`src/rtl/mresc_wrapper_sobel3x3_x_8b_g2.sv`:
```
// ReSC-style stochastic evaluator of a 3x3 Sobel axis gradient |x1-x4| + 2|x2-x5| + |x3-x6| over a 2**N_BITS-cycle stream.
// Optional MRESC_LFSR_RESEED_EN: reload the LFSR on every start cycle so results repeat per pixel.
module mresc_wrapper_sobel3x3_x_8b_g2 #(
   parameter int unsigned          N_BITS    = 8,
   parameter logic [N_BITS-1:0]    LFSR_SEED = 8'hFF
) (
   input  logic              clk,
   input  logic              reset,
   input  logic              start,
   input  logic [N_BITS-1:0] x_1_bin,
   input  logic [N_BITS-1:0] x_2_bin,
   input  logic [N_BITS-1:0] x_3_bin,
   input  logic [N_BITS-1:0] x_4_bin,
   input  logic [N_BITS-1:0] x_5_bin,
   input  logic [N_BITS-1:0] x_6_bin,
   output logic [N_BITS-1:0] z_bin,
   output logic              done
);

   logic [N_BITS-1:0] lfsr_q, lfsr_d;
   logic [N_BITS-1:0] cnt_q, cnt_d;
   logic [N_BITS:0]   acc_q, acc_d;
   logic [N_BITS-1:0] z_q, z_d;
   logic              done_q, done_d;

   logic [5:0]        bits;
   logic              top_bit, bot_bit, o_bit;
   logic [N_BITS:0]   acc_inc;
   logic [N_BITS-1:0] lfsr_next;

   always_comb begin
      bits[0] = lfsr_q < x_1_bin;
      bits[1] = lfsr_q < x_2_bin;
      bits[2] = lfsr_q < x_3_bin;
      bits[3] = lfsr_q < x_4_bin;
      bits[4] = lfsr_q < x_5_bin;
      bits[5] = lfsr_q < x_6_bin;

      // Middle pair takes two of every four slots, giving it weight 1/2.
      case (cnt_q[1:0])
         2'd0:    begin top_bit = bits[0]; bot_bit = bits[3]; end
         2'd3:    begin top_bit = bits[2]; bot_bit = bits[5]; end
         default: begin top_bit = bits[1]; bot_bit = bits[4]; end
      endcase
      o_bit   = top_bit ^ bot_bit;
      acc_inc = acc_q + (N_BITS+1)'(o_bit);

      lfsr_next = {lfsr_q[N_BITS-2:0], lfsr_q[7] ^ lfsr_q[5] ^ lfsr_q[4] ^ lfsr_q[3]};
   end

   always_comb begin
      lfsr_d = lfsr_q;
      cnt_d  = cnt_q;
      acc_d  = acc_q;
      z_d    = z_q;
      done_d = done_q;
      if (start) begin
         cnt_d  = '0;
         acc_d  = '0;
         done_d = 1'b0;
`ifdef MRESC_LFSR_RESEED_EN
         lfsr_d = LFSR_SEED;
`endif
      end else if (!done_q) begin
         lfsr_d = lfsr_next;
         cnt_d  = cnt_q + N_BITS'(1);
         acc_d  = acc_inc;
         if (cnt_q == '1) begin
            done_d = 1'b1;
            z_d    = acc_inc[N_BITS] ? '1 : acc_inc[N_BITS-1:0];
         end
      end
   end

   always_ff @(posedge clk or negedge reset) begin
      if (!reset) begin
         lfsr_q <= LFSR_SEED;
         cnt_q  <= '0;
         acc_q  <= '0;
         z_q    <= '0;
         done_q <= 1'b0;
      end else begin
         lfsr_q <= lfsr_d;
         cnt_q  <= cnt_d;
         acc_q  <= acc_d;
         z_q    <= z_d;
         done_q <= done_d;
      end
   end

   assign z_bin = z_q;
   assign done  = done_q;

endmodule

```
`config.mk`:
```
export PLATFORM = sky130hd
export DESIGN_NAME = mresc_wrapper_sobel3x3_x_8b_g2
export DESIGN_NICKNAME = d
export VERILOG_FILES = /design/src/rtl/mresc_wrapper_sobel3x3_x_8b_g2.sv
export SDC_FILE = /design/constraint.sdc
export NUM_CORES = 1
export LEC_CHECK = 0
export ABC_AREA = 1
export CORE_UTILIZATION = 52
export CTS_CLUSTER_DIAMETER = 60
export DETAILED_ROUTE_END_ITERATION = 6
export PLACE_DENSITY = 0.81
export SLEW_MARGIN = 20
export SYNTH_ARGS = -nofsm -noshare
export SYNTH_HDL_FRONTEND = slang
export SYNTH_SLANG_ARGS = --single-unit
```
`constraint.sdc`:
```
create_clock -name clk -period 3.7 [get_ports clk]
set_clock_uncertainty 0.05 [all_clocks]
set_input_delay 0.37 -clock clk [delete_from_list [all_inputs] [get_ports clk]]
set_output_delay 0.37 -clock clk [all_outputs]
set_load 0.005 [all_outputs]
```
# Word-level counts from Yosys, hierarchy flattened
# Index checks and enable logic that the tools add are counted.
dict set report word_totals {
  elab_cells 35
  latchBits 0
  register_bits 34
  n_memories 0
  mem_bits_rw 0
  rom_bits 0
  out_inout_bits 9
  inputBits 51
}
dict set report classes {
  shift 0
  add_sub_neg 2
  div_mod_pow 0
  n_lt_le_gt_ge 6
  bitwise_logic 6
  multipliers 0
  n_reduce_logical 3
  eq_ne 3
  n_mux 10
}
# operator n
set ops {}
lappend ops {{8-bit less-than comparator} 6}
lappend ops {{8-bit two-way mux} 3}
lappend ops {{9-bit two-way mux} 2}
lappend ops {{9-bit by 1-bit adder with 9-bit output} 1}
lappend ops {{8-bit by 1-bit adder with 8-bit output, second input constant} 1}
lappend ops {{8-bit equality test, second input constant} 1}
lappend ops {{1-bit one-hot mux with 2 select lines} 2}
lappend ops {{1-bit bitwise XOR} 4}
lappend ops {{1-bit two-way mux} 3}
lappend ops {{3-bit AND reduction} 1}
lappend ops {{2-bit equality test, second input constant} 1}
lappend ops {{2-bit zero test} 1}
lappend ops {{2-bit != test, second input constant} 1}
lappend ops {{1-bit inverter} 2}
lappend ops {{2-bit AND reduction} 1}

# Longest topological paths before layout
dict set report depth {
  depth_word 6
  ltp_mapped 22
  depth_no_buf 22
}

# Worst setup path after synthesis
# No wires, ideal clock.
dict set report synth_timing {
  path_kind {reg2reg}
  start {reg lfsr_q[7]}
  end {reg z_q[2] (netlist: z_bin[2])}
  arrival_time_ns 2.566
  synth_period_minus_slack_ns 2.746
  setup_slack_ns 0.954
  t_required_ns 3.520
  path_stages_with_launch 22
  path_buffers 0
  setup_time_ns 0.130
  cell_sequence {dfstp_2 > ha_1 > nand2_1 > nand2_1 > nor2_1 > nand2_1 > a21oi_1 > nand2_1 > nand3_1 > nand2_1 > inv_1 > nand2_1 > nand2_1 > ha_1 > ha_1 > nand3_2 > nor3_4 > nand3_1 > nand2_1 > nand2_2 > nor2_8 > a22oi_2}
}
dict set report synth_between {
  elab_chain_cells 5
  elab_cells_between_ends 11
  classes_between {1 x add/sub; 6 x order compare; 3 x mux; 1 x bitwise}
}
# element line
set synth_lines {}
lappend synth_lines {{start, declared} 20} ;# logic [N_BITS-1:0] lfsr_q, lfsr_d;
lappend synth_lines {{start signal, assigned} 83} ;# lfsr_q <= lfsr_d;
lappend synth_lines {{8-bit less-than comparator, or another cell as far along} 33} ;# bits[1] = lfsr_q < x_2_bin;
lappend synth_lines {{1-bit one-hot mux with 2 select lines} 40} ;# case (cnt_q[1:0])
lappend synth_lines {{1-bit bitwise XOR *} 45} ;# o_bit = top_bit ^ bot_bit;
lappend synth_lines {{9-bit by 1-bit adder with 9-bit output *} 46} ;# acc_inc = acc_q + (N_BITS+1)'(o_bit);
lappend synth_lines {{8-bit two-way mux *} 70} ;# z_d = acc_inc[N_BITS] ? '1 : acc_inc[N_BITS-1:0];
lappend synth_lines {{end signal, assigned} 86} ;# z_q <= z_d;
lappend synth_lines {{end, declared} 23} ;# logic [N_BITS-1:0] z_q, z_d;
# Mark *: on every way between the ends. The rest lies on a longest branch, timed or not.
# A chain may end at the register's enable or synchronous reset.

# Worst setup path after layout
dict set report layout_timing {
  start {reg lfsr_q[7]}
  end {reg z_q[3] (netlist: z_bin[3])}
}
# Same word-level chain as after synthesis.

==> out/metrics.yaml <==
nNetsFinal: 537
num_antenna_cells: 0
synth_cells: 376
max_cap_viol_count: 0
cts.repair.resized: 0
clkPwrFrac_pct: 20.1
critPathMaxFanout: 8
min_period_ps: 3140
ctsLongestPathBuffers: 2
final_common_cell: "nand2_1"
whs_ps: 442
grt_start_max_net_pins: 35
clkTransAtPathRegs_ps: 70
grt_use_met1_pct: 28.4
most-common-layout-cells: "nand2_1 (98), inv_1 (81), clkdlybuf4s50_1 (59)"
wl_um: 5900
cts.sinks: 34
dpl_cell_area_mm2: 0.00352
critical_path.endpoint_type: "flip-flop"
dp_slack_ps: 315
die_area_mm2: 0.00578
pwr-share-seq_pct: 39.6
critPathLaunchType: "flip-flop"
intPower_mw: 0.804
vias: 2540
critPathArrivalTime_ps: 3240
status: "finished clean"
antenna_found_initial: 0
dp.cells: 503
synthesis.area_mm2: 0.00285
cts_tree: "done"
cts-root-buf: "clkbuf_8"
final_util_pct: 69.2
min_path_type: "flip-flop to flip-flop"
clock_latency_ps: 280
tns_ps: 0
vias_per_cell: 4.97
vdd_drop_max_v: 0.000221
synth_fp_nets: 473
setup_slack_ps: 561
post_cts_buffers: 0
grt_pass1_wl_um: 10400
ant_nets: 0
rows: 26
fp.dieW_um: 76.0
yosysSeqAreaShare_pct: 30.2
gr-usage-met2_pct: 38.1
drc: 0
place_hpwl_um: 4660
switchingPower_mw: 0.482
fmax_ghz: 0.319
rsz0062_at_grt: "no"
worst_slew_pin_slew_ps: 559
fin_area_mm2: 0.00360
syn2layout_area_growth_pct: 26.4
track_usage_pct: 21.9
ctsHoldBuffers: 0
grt-ovfl-total: 0
start_util_pct: 54.7
drt_first_pass_iters: 4
port_buffers: 59
first_iter_violations: 97
p_total_mw: 1.29
relSlewSlack_pct: 62.7
post-route-period-util_pct: 84.8
drv_slew: 0
ys_warn_count: 0
layout-drive-gt1-share_pct: 9.07
fin_cells: 511
grt_pass1_vias: 2487
core-area_mm2: 0.00520
io_pins: 60
synth_area_per_cell_um2: 7.58
yosys.cell_types.count: 31
hold_violations: 0
met3_usage_pct: 3.11
die_y_um: 76.0
wl_per_cell_um: 11.5
leakage_nw: 1.91
critPathKind: "flip-flop to flip-flop"
comb_power_share_pct: 40.2
cp.required_ps: 3800
cts_buffers: 5
swShare_pct: 37.5
pwr_density_cell_mw_per_mm2: 357
h-tree-depth: 2
ys_seq_elements: 34
setup_violations: 0
place.gp.congestion: 0.771
top_usage_layer: "met2"
## power by group through the flow
stage	Sequential [mW]	Combinational (mW)	Clock, mW
2_1_floorplan	0.490	0.364	0
3_3_place_gp	0.515	0.490	0
3_5_place_dp	0.515	0.518	0
5_1_grt	0.518	0.605	0.278
4_1_cts	0.510	0.523	0.262
6_report	0.510	0.517	0.259
## cells in the mapped netlist
library cell | number | area share (%)
o21a_1 | 2 | 0.53
inv_1 | 81 | 11
nor4_1 | 1 | 0.22
inv_2 | 5 | 0.66
nor2_8 | 1 | 0.70
nand3_2 | 3 | 1.1
o21ai_1 | 6 | 1.1
nand3_1 | 10 | 1.8
nand2_1 | 98 | 13
ha_1 | 46 | 20
nand2_4 | 1 | 0.40
o22ai_1 | 6 | 1.3
xor2_1 | 5 | 1.5
xnor2_1 | 4 | 1.2
clkinv_1 | 1 | 0.13
a22oi_2 | 7 | 3.1
nor3_4 | 1 | 0.57
a21oi_1 | 20 | 3.5
nor2_1 | 15 | 2.0
dfstp_2 | 8 | 7.4
nor2_2 | 3 | 0.66
buf_2 | 3 | 0.53
nor3_2 | 1 | 0.35
nor4_2 | 1 | 0.44
o21ai_0 | 10 | 1.8
nand2_2 | 2 | 0.44
nand4_1 | 6 | 1.3
nor3_1 | 1 | 0.18
nor2_4 | 1 | 0.40
dfrtp_1 | 26 | 23
and3_1 | 1 | 0.22
## sequential cells by signal, summed over array words and instances (netlist names)
name    count
cnt_q       8
acc_q       9
z_bin       8
lfsr_q      8
done        1
## kinds of logic after synthesis
| group | Yosys count | share of synthesized area [%] |
|---|---|---|
| xor gates and xnor gates | 9 | 2.77 |
| buffers and inverters | 90 | 12.0 |
| and+or+nand+nor | 146 | 23.6 |
| DFF | 34 | 30.2 |
| AOI/OAI and AO/OA | 51 | 11.2 |
| adders and majority gates | 46 | 20.2 |
## worst max-delay path: stages, from the launching register on
cell     delay, ps
dfstp_2        640
ha_1           290
nand2_1         80
nand2_1         40
nor2_1          80
nand2_1         60
a21oi_1        120
nand2_1         80
nand3_1         80
nand2_1         60
inv_1           60
nand2_1         50
nand2_1         70
ha_1           190
ha_1           210
nand3_2        120
nor3_4         180
nand3_1        100
nand2_1        100
nand2_2        100
nor2_8         170
a22oi_2         70
## metal layers
layer	part of all wire, %	up-vias
met1	47	1155
li1	-	1317
met2	48	54
met4	1.9	0
met5	0	-
met3	3.7	14
## final timing paths
| kind | start | end | slack (ps) | depth (start not counted) |
|---|---|---|---|---|
| max in group asynchronous | reset | lfsr_q[1]$_DFFE_PN1P_ | 2810 | 2 |
| min | z_bin[7]$_DFFE_PN0P_ | z_bin[7]$_DFFE_PN0P_ | 440 | 2 |
| max reg2reg | lfsr_q[7]$_DFFE_PN1P_ | z_bin[3]$_DFFE_PN0P_ | 560 | 21 |
| min reg2reg | z_bin[7]$_DFFE_PN0P_ | z_bin[7]$_DFFE_PN0P_ | 440 | 2 |
| max | lfsr_q[7]$_DFFE_PN1P_ | z_bin[3]$_DFFE_PN0P_ | 560 | 21 |
| min in group asynchronous | reset | cnt_q[7]$_DFFE_PN0P_ | 450 | 2 |
## layout make-up
cell class	instances	area, um2
inverter	87	327
multi-input combinational	252	1650
timing repair buffer	60	598
fill	435	1610
tap	70	87.6
clock buffer	8	80.1
sequential	34	861
No activity file was read; power rests on OpenSTA's default activity.
